--- src/rtl/id_ex_operand_stage_if.sv ---
// Signal bundle between the ID stage, the forwarding sources and the ALU for the ID/EX operand stage.
// The master drives the ID fields and forwarding inputs; the slave is the pipeline stage.
interface id_ex_operand_stage_if #(
  parameter int WORD = 32,
  parameter int REGW = 5
);
  logic            stall;
  logic            flush;

  logic            id_valid;
  logic [WORD-1:0] id_rs_data;
  logic [WORD-1:0] id_rt_data;
  logic [WORD-1:0] id_imm;
  logic [REGW-1:0] id_rs;
  logic [REGW-1:0] id_rt;
  logic [REGW-1:0] id_rd;
  logic [1:0]      id_alu_op;
  logic [5:0]      id_funct;
  logic            id_alu_src;
  logic            id_reg_dst;
  logic            id_reg_write;
  logic            id_mem_read;
  logic            id_mem_write;
  logic            id_mem_to_reg;

  logic            exmem_reg_write;
  logic [REGW-1:0] exmem_rd;
  logic [WORD-1:0] exmem_result;
  logic            memwb_reg_write;
  logic [REGW-1:0] memwb_rd;
  logic [WORD-1:0] memwb_result;

  logic [WORD-1:0] alu_a;
  logic [WORD-1:0] alu_b;
  logic [3:0]      alu_control;
  logic [WORD-1:0] ex_store_data;
  logic [REGW-1:0] ex_write_reg;
  logic            ex_valid;
  logic            ex_reg_write;
  logic            ex_mem_read;
  logic            ex_mem_write;
  logic            ex_mem_to_reg;
  logic            load_use_hazard;

  modport master (
    output stall, flush,
    output id_valid, id_rs_data, id_rt_data, id_imm, id_rs, id_rt, id_rd,
    output id_alu_op, id_funct, id_alu_src, id_reg_dst,
    output id_reg_write, id_mem_read, id_mem_write, id_mem_to_reg,
    output exmem_reg_write, exmem_rd, exmem_result,
    output memwb_reg_write, memwb_rd, memwb_result,
    input  alu_a, alu_b, alu_control, ex_store_data, ex_write_reg,
    input  ex_valid, ex_reg_write, ex_mem_read, ex_mem_write, ex_mem_to_reg,
    input  load_use_hazard
  );

  modport slave (
    input  stall, flush,
    input  id_valid, id_rs_data, id_rt_data, id_imm, id_rs, id_rt, id_rd,
    input  id_alu_op, id_funct, id_alu_src, id_reg_dst,
    input  id_reg_write, id_mem_read, id_mem_write, id_mem_to_reg,
    input  exmem_reg_write, exmem_rd, exmem_result,
    input  memwb_reg_write, memwb_rd, memwb_result,
    output alu_a, alu_b, alu_control, ex_store_data, ex_write_reg,
    output ex_valid, ex_reg_write, ex_mem_read, ex_mem_write, ex_mem_to_reg,
    output load_use_hazard
  );
endinterface

--- src/rtl/id_ex_operand_stage.sv ---
// ID/EX pipeline register of a 5-stage MIPS pipeline: latches decoded fields, forwards operands
// from EX/MEM and MEM/WB, decodes the ALU control code and detects load-use hazards.
module id_ex_operand_stage #(
  parameter int WORD = 32,
  parameter int REGW = 5
) (
  input logic               clk,
  input logic               rst_n,
  id_ex_operand_stage_if.slave bus
);

  typedef enum logic [3:0] {
    ALU_AND = 4'b0000,
    ALU_OR  = 4'b0001,
    ALU_ADD = 4'b0010,
    ALU_SUB = 4'b0110,
    ALU_SLT = 4'b0111,
    ALU_NOP = 4'b1111
  } alu_ctl_e;

  typedef struct packed {
    logic            valid;
    logic            reg_write;
    logic            mem_read;
    logic            mem_write;
    logic            mem_to_reg;
    logic            alu_src;
    logic [1:0]      alu_op;
    logic [5:0]      funct;
    logic [REGW-1:0] rs;
    logic [REGW-1:0] rt;
    logic [REGW-1:0] write_reg;
    logic [WORD-1:0] rs_data;
    logic [WORD-1:0] rt_data;
    logic [WORD-1:0] imm;
  } stage_t;

  stage_t          ex_q;
  stage_t          id_d;
  logic            load_use;
  logic [WORD-1:0] fwd_rs;
  logic [WORD-1:0] fwd_rt;
  alu_ctl_e        alu_ctl;

  // NOTE: every field gets a default before the selective assignments so no latch is inferred.
  always_comb begin
    id_d            = '0;
    id_d.valid      = bus.id_valid;
    id_d.reg_write  = bus.id_reg_write;
    id_d.mem_read   = bus.id_mem_read;
    id_d.mem_write  = bus.id_mem_write;
    id_d.mem_to_reg = bus.id_mem_to_reg;
    id_d.alu_src    = bus.id_alu_src;
    id_d.alu_op     = bus.id_alu_op;
    id_d.funct      = bus.id_funct;
    id_d.rs         = bus.id_rs;
    id_d.rt         = bus.id_rt;
    id_d.write_reg  = bus.id_reg_dst ? bus.id_rd : bus.id_rt;
    id_d.rs_data    = bus.id_rs_data;
    id_d.rt_data    = bus.id_rt_data;
    id_d.imm        = bus.id_imm;
  end

  // The load in EX writes rt; a reader in ID must wait one slot for the MEM/WB forward.
  assign load_use = ex_q.valid & ex_q.mem_read & bus.id_valid & (ex_q.rt != '0)
                  & ((ex_q.rt == bus.id_rs) | (ex_q.rt == bus.id_rt));

  // NOTE: non-blocking assignments keep every stage register updating from pre-edge values.
  always_ff @(posedge clk) begin
    if (!rst_n) begin
      ex_q <= '0;
    end else if (bus.flush) begin
      ex_q <= '0;
    end else if (!bus.stall) begin
      ex_q <= load_use ? stage_t'('0) : id_d;
    end
  end

  function automatic logic [WORD-1:0] forward(
    input logic [REGW-1:0] idx,
    input logic [WORD-1:0] raw,
    input logic            exmem_we,
    input logic [REGW-1:0] exmem_idx,
    input logic [WORD-1:0] exmem_val,
    input logic            memwb_we,
    input logic [REGW-1:0] memwb_idx,
    input logic [WORD-1:0] memwb_val
  );
    if (exmem_we && (exmem_idx != '0) && (exmem_idx == idx)) begin
      return exmem_val;
    end else if (memwb_we && (memwb_idx != '0) && (memwb_idx == idx)) begin
      return memwb_val;
    end
    return raw;
  endfunction

  always_comb begin
    fwd_rs = forward(ex_q.rs, ex_q.rs_data,
                     bus.exmem_reg_write, bus.exmem_rd, bus.exmem_result,
                     bus.memwb_reg_write, bus.memwb_rd, bus.memwb_result);
    fwd_rt = forward(ex_q.rt, ex_q.rt_data,
                     bus.exmem_reg_write, bus.exmem_rd, bus.exmem_result,
                     bus.memwb_reg_write, bus.memwb_rd, bus.memwb_result);
  end

  always_comb begin
    alu_ctl = ALU_ADD;
    case (ex_q.alu_op)
      2'b00: alu_ctl = ALU_ADD;
      2'b01: alu_ctl = ALU_SUB;
      2'b11: alu_ctl = ALU_OR;
      default: begin
        case (ex_q.funct)
          6'b100000: alu_ctl = ALU_ADD;
          6'b100010: alu_ctl = ALU_SUB;
          6'b100100: alu_ctl = ALU_AND;
          6'b100101: alu_ctl = ALU_OR;
          6'b101010: alu_ctl = ALU_SLT;
          default:   alu_ctl = ALU_NOP;
        endcase
      end
    endcase
  end

  assign bus.alu_a           = fwd_rs;
  assign bus.alu_b           = ex_q.alu_src ? ex_q.imm : fwd_rt;
  assign bus.alu_control     = alu_ctl;
  assign bus.ex_store_data   = fwd_rt;
  assign bus.ex_write_reg    = ex_q.write_reg;
  assign bus.ex_valid        = ex_q.valid;
  assign bus.ex_reg_write    = ex_q.reg_write;
  assign bus.ex_mem_read     = ex_q.mem_read;
  assign bus.ex_mem_write    = ex_q.mem_write;
  assign bus.ex_mem_to_reg   = ex_q.mem_to_reg;
  assign bus.load_use_hazard = load_use;

endmodule

--- src/flat_wrapper.sv ---
// flat-port wrapper written by rule: the top's interface ports become plain ports
module id_ex_operand_stage_flat 
#(
  parameter int WORD = 32,
  parameter int REGW = 5
)
  (clk, rst_n, bus_stall, bus_flush, bus_id_valid, bus_id_rs_data, bus_id_rt_data, bus_id_imm, bus_id_rs, bus_id_rt, bus_id_rd, bus_id_alu_op, bus_id_funct, bus_id_alu_src, bus_id_reg_dst, bus_id_reg_write, bus_id_mem_read, bus_id_mem_write, bus_id_mem_to_reg, bus_exmem_reg_write, bus_exmem_rd, bus_exmem_result, bus_memwb_reg_write, bus_memwb_rd, bus_memwb_result, bus_alu_a, bus_alu_b, bus_alu_control, bus_ex_store_data, bus_ex_write_reg, bus_ex_valid, bus_ex_reg_write, bus_ex_mem_read, bus_ex_mem_write, bus_ex_mem_to_reg, bus_load_use_hazard);
  id_ex_operand_stage_if #(.WORD(WORD), .REGW(REGW)) bus_i ();
  input logic clk;
  input logic rst_n;
  input wire logic [$bits(bus_i.stall)-1:0] bus_stall;
  input wire logic [$bits(bus_i.flush)-1:0] bus_flush;
  input wire logic [$bits(bus_i.id_valid)-1:0] bus_id_valid;
  input wire logic [$bits(bus_i.id_rs_data)-1:0] bus_id_rs_data;
  input wire logic [$bits(bus_i.id_rt_data)-1:0] bus_id_rt_data;
  input wire logic [$bits(bus_i.id_imm)-1:0] bus_id_imm;
  input wire logic [$bits(bus_i.id_rs)-1:0] bus_id_rs;
  input wire logic [$bits(bus_i.id_rt)-1:0] bus_id_rt;
  input wire logic [$bits(bus_i.id_rd)-1:0] bus_id_rd;
  input wire logic [$bits(bus_i.id_alu_op)-1:0] bus_id_alu_op;
  input wire logic [$bits(bus_i.id_funct)-1:0] bus_id_funct;
  input wire logic [$bits(bus_i.id_alu_src)-1:0] bus_id_alu_src;
  input wire logic [$bits(bus_i.id_reg_dst)-1:0] bus_id_reg_dst;
  input wire logic [$bits(bus_i.id_reg_write)-1:0] bus_id_reg_write;
  input wire logic [$bits(bus_i.id_mem_read)-1:0] bus_id_mem_read;
  input wire logic [$bits(bus_i.id_mem_write)-1:0] bus_id_mem_write;
  input wire logic [$bits(bus_i.id_mem_to_reg)-1:0] bus_id_mem_to_reg;
  input wire logic [$bits(bus_i.exmem_reg_write)-1:0] bus_exmem_reg_write;
  input wire logic [$bits(bus_i.exmem_rd)-1:0] bus_exmem_rd;
  input wire logic [$bits(bus_i.exmem_result)-1:0] bus_exmem_result;
  input wire logic [$bits(bus_i.memwb_reg_write)-1:0] bus_memwb_reg_write;
  input wire logic [$bits(bus_i.memwb_rd)-1:0] bus_memwb_rd;
  input wire logic [$bits(bus_i.memwb_result)-1:0] bus_memwb_result;
  output wire logic [$bits(bus_i.alu_a)-1:0] bus_alu_a;
  output wire logic [$bits(bus_i.alu_b)-1:0] bus_alu_b;
  output wire logic [$bits(bus_i.alu_control)-1:0] bus_alu_control;
  output wire logic [$bits(bus_i.ex_store_data)-1:0] bus_ex_store_data;
  output wire logic [$bits(bus_i.ex_write_reg)-1:0] bus_ex_write_reg;
  output wire logic [$bits(bus_i.ex_valid)-1:0] bus_ex_valid;
  output wire logic [$bits(bus_i.ex_reg_write)-1:0] bus_ex_reg_write;
  output wire logic [$bits(bus_i.ex_mem_read)-1:0] bus_ex_mem_read;
  output wire logic [$bits(bus_i.ex_mem_write)-1:0] bus_ex_mem_write;
  output wire logic [$bits(bus_i.ex_mem_to_reg)-1:0] bus_ex_mem_to_reg;
  output wire logic [$bits(bus_i.load_use_hazard)-1:0] bus_load_use_hazard;
  assign bus_i.stall = bus_stall;
  assign bus_i.flush = bus_flush;
  assign bus_i.id_valid = bus_id_valid;
  assign bus_i.id_rs_data = bus_id_rs_data;
  assign bus_i.id_rt_data = bus_id_rt_data;
  assign bus_i.id_imm = bus_id_imm;
  assign bus_i.id_rs = bus_id_rs;
  assign bus_i.id_rt = bus_id_rt;
  assign bus_i.id_rd = bus_id_rd;
  assign bus_i.id_alu_op = bus_id_alu_op;
  assign bus_i.id_funct = bus_id_funct;
  assign bus_i.id_alu_src = bus_id_alu_src;
  assign bus_i.id_reg_dst = bus_id_reg_dst;
  assign bus_i.id_reg_write = bus_id_reg_write;
  assign bus_i.id_mem_read = bus_id_mem_read;
  assign bus_i.id_mem_write = bus_id_mem_write;
  assign bus_i.id_mem_to_reg = bus_id_mem_to_reg;
  assign bus_i.exmem_reg_write = bus_exmem_reg_write;
  assign bus_i.exmem_rd = bus_exmem_rd;
  assign bus_i.exmem_result = bus_exmem_result;
  assign bus_i.memwb_reg_write = bus_memwb_reg_write;
  assign bus_i.memwb_rd = bus_memwb_rd;
  assign bus_i.memwb_result = bus_memwb_result;
  assign bus_alu_a = bus_i.alu_a;
  assign bus_alu_b = bus_i.alu_b;
  assign bus_alu_control = bus_i.alu_control;
  assign bus_ex_store_data = bus_i.ex_store_data;
  assign bus_ex_write_reg = bus_i.ex_write_reg;
  assign bus_ex_valid = bus_i.ex_valid;
  assign bus_ex_reg_write = bus_i.ex_reg_write;
  assign bus_ex_mem_read = bus_i.ex_mem_read;
  assign bus_ex_mem_write = bus_i.ex_mem_write;
  assign bus_ex_mem_to_reg = bus_i.ex_mem_to_reg;
  assign bus_load_use_hazard = bus_i.load_use_hazard;
  id_ex_operand_stage #(.WORD(WORD), .REGW(REGW)) u_core (.clk(clk), .rst_n(rst_n), .bus(bus_i));
endmodule
--- config.mk ---
export PLATFORM = sky130hd
export DESIGN_NAME = id_ex_operand_stage_flat
export DESIGN_NICKNAME = d
export VERILOG_FILES = /design/src/rtl/id_ex_operand_stage_if.sv /design/src/rtl/id_ex_operand_stage.sv /design/src/flat_wrapper.sv
export SDC_FILE = /design/constraint.sdc
export NUM_CORES = 1
export LEC_CHECK = 0
export ABC_CLOCK_PERIOD_IN_PS = 2600
export BUFFER_PORTS_ARGS = -buffer_cell sky130_fd_sc_hd__buf_4
export CAP_MARGIN = 10
export CORE_UTILIZATION = 35
export DETAILED_ROUTE_END_ITERATION = 10
export PLACE_DENSITY = 0.61
export SYNTH_ARGS = -nofsm -noshare
export SYNTH_HDL_FRONTEND = slang
export SYNTH_SLANG_ARGS = --single-unit
--- constraint.sdc ---
create_clock -name clk -period 2.6 [get_ports clk]
set_clock_uncertainty 0.2 [all_clocks]
set_input_delay 0 -clock clk [delete_from_list [all_inputs] [get_ports clk]]
set_output_delay 0 -clock clk [all_outputs]
set_load 0.05 [all_outputs]
==> out/qor.yml <==
clk_pin_slew_worst_paths_ns: 0.06
ys.flop_type: "sky130_fd_sc_hd__dfxtp_1"
detail_route.vias_per_cell: 5.31
timing.critical_path.required_ns: 2.40
timing.critical_path.from_type: "flip-flop"
timing.max_slew.rel_slack: 0.559
cp-end-kind: "output pin"
mostFrequentLayoutCell: "sky130_fd_sc_hd__buf_4"
ctsLongestPathBuffers: 2
coreArea_um2: 17500
finalSetupViolCount: 0
fin_hold_ws_ns: 0.0439
final_max_slew_viol_count: 0
final_cell_area_um2: 11400
layout_common_cells: "sky130_fd_sc_hd__buf_4, sky130_fd_sc_hd__dlygate4sd3_1, sky130_fd_sc_hd__a22o_1"
dieArea_um2: 18700
worstRegToRegCells: 5
power_frac_clock: 0.423
areaGrowthSynthToFinish_pct: 79.0
grt_use_total: 0.298
detail_route.first_pass.iterations: 5
leakage_power_total_nw: 4.86
synth-compound-area-share: 0.297
synth_async_reset_ratio: 0
post-route-drc-count: 0
peakVddDrop_uv: 612
final.min_clock_period_ns: 2.58
cellPowerDensity_nw_per_um2: 521
largest_family_of_logic_cells_by_synthesized_area: "compound AO/OA/AOI/OAI gates"
synth_nets: 892
cp.arrival_ns: 2.38
yosys.area_share.xor_xnor: 0.0413
die_w_um: 137
port_buffers: 316
pin_count_of_the_biggest_net_entering_global_routing: 113
synthSimpleGateAreaFrac: 0.117
post_synth_design_cell_area_um2: 6370
vias: 7153
switching_power_mw: 1.76
final_min_period_over_clock_period: 0.991
ys_seq_area_frac: 0.393
crit_path_max_fanout: 17
clock_tree.htree_level_count: 4
setup_total_negative_slack_ns: 0
total_grt_overflow: 0
worst_slack_after_detailed_placement_ns: 0.108
clkSinkCount: 125
finalNetCount: 1315
timing.hold.worst_path_depth: 4
report.final.hold_viol_count: 0
seq_power_share: 0.344
num_rows: 48
largest_register_ff_count: 115
n_antenna_cell: 0
ant_nets: 0
sw_frac_of_total: 0.296
floorplan.io_pins: 317
finalWeightedCongestion: 0.909
post_synth_fa_ha_maj_area_fraction: 0
antenna_found_initial: 0
min-delay-path-class: "input pin to flip-flop"
stdcell_count: 1347
layout-drive-gt1-share: 0.420
status: "complete, no violations"
max_freq_mhz: 388
grt_pass1_vias: 6954
syn-mean-instance-area_um2: 9.28
cts_root_buf: "sky130_fd_sc_hd__clkbuf_16"
tritoncts_clock_tree: "done"
num_cts_buffers: 17
muxShareOfSynthArea: 0.0827
dp_cells: 1172
detailed_placement_wirelength_estimate_mm: 20.2
grt_first_pass_wirelength_mm: 41.0
drv_cap: 0
postSynthCellCount: 686
postSynthRegisterBits: 125
finalWorstSetupSlack_ns: 0.0239
number_of_warnings_printed_during_yosys_synthesis: 0
detail_route.iter0.violations: 518
worstMarginPinSlew_ns: 0.660
count_of_flip_flops_with_a_built_in_enable_after_synthesis: 0
grt_setup_unrepaired: "true"
path_class: "flip-flop to output pin"
netlist-cell-type-count: 42
placed_instance_area_um2: 8960
route.detailed.wl_per_inst_um: 21.9
clock_latency_ns: 0.42
starting_density: 0.363
final_wl_mm: 29.5
cell_internal_pwr_mw: 4.18
power_frac_comb: 0.233
die_height_um: 137
-- synth_stat cells (all sizes together), types with 2 or more instances --
cell	count	area, µm²
o21ai	33	169
buf	33	233
dfxtp	125	2500
nand2b	2	12.5
or4	2	15.0
nand2	52	195
mux2	5	56.3
inv	18	67.6
nor4	2	18.8
clkbuf	37	139
a21oi	16	80.1
xor2	10	87.6
nor2b	2	12.5
mux2i	47	470
nand3	8	45.0
and3	18	113
xnor2	20	175
o31ai	17	128
a221oi	32	343
nor2	52	195
a22o	125	1090
nor3	19	111
-- area by class of cell --
type	instances	area [µm²]
fill	1467	6140
inverter	18	67.6
timing repair buffer	474	4030
sequential	125	2520
clock inverter	12	163
clock buffer	20	457
multi-input combinational	473	3880
tap	225	282
-- path summary, 6_finish.rpt --
path / start / to / slack (ns)
worst max register to register: u_core.ex_q[105] / u_core.ex_q[104] / 0.24
worst max-delay path: u_core.ex_q[102] / bus_alu_b[4] / 0.02
worst min register to register: u_core.ex_q[73] / u_core.ex_q[73] / 0.27
worst min-delay path: bus_stall / u_core.ex_q[119] / 0.04
-- metrics by stage --
stage | utilization | power [mW]
CTS | 0.628 | 5.91
detailed placement | 0.511 | 3.23
global placement | 0.511 | 3.22
finish | 0.650 | 5.94
global route | 0.650 | 6.12
floorplan | - | 2.70
-- cells by family (layout without fill, tap and decap cells) --
group,after synthesis,after routing
AND/OR/NAND/NOR,161,161
flip-flops,125,125
XOR/XNOR,30,30
multiplexers,52,52
AO/OA/AOI/OAI,230,230
buffers and inverters,88,524
-- what timing repair did --
item / in CTS / in global routing
setup buffers: 0 / 9
resized for setup: 28 / 51
endpoints found under the setup margin: 73 / 87
gates cloned: 0 / 3
hold endpoints to repair: 125 / 0
pin swaps: 2 / 4
hold buffers: 131 / 0
-- per-layer routing --
layer  vias to the layer above  GRT usage  wire, µm
met2                       294      0.431     13300
met3                        65     0.0607      1580
met4                         0      0.139      1150
met1                      3377      0.419     13500
li1                       3417          -         -
met5                         -          0         0
-- worst max-delay path: stages (launching register included) --
cell	delay, ns
sky130_fd_sc_hd__dfxtp_2	0.38
sky130_fd_sc_hd__xor2_1	0.19
sky130_fd_sc_hd__nor2_2	0.22
sky130_fd_sc_hd__buf_4	0.28
sky130_fd_sc_hd__and3_4	0.21
sky130_fd_sc_hd__a221oi_2	0.06
sky130_fd_sc_hd__o31ai_2	0.40
sky130_fd_sc_hd__buf_6	0.22
-- power groups by stage --
stage               clock network, mW  registers (mW)  logic, mW
finish                           2.51            2.04       1.38
CTS                              2.54            2.03       1.33
global route                     2.63            2.05       1.44
floorplan                           0            2.06      0.641
detailed placement                  0            2.07       1.15
global placement                    0            2.07       1.15
No activity file was read; power rests on OpenSTA's default activity.
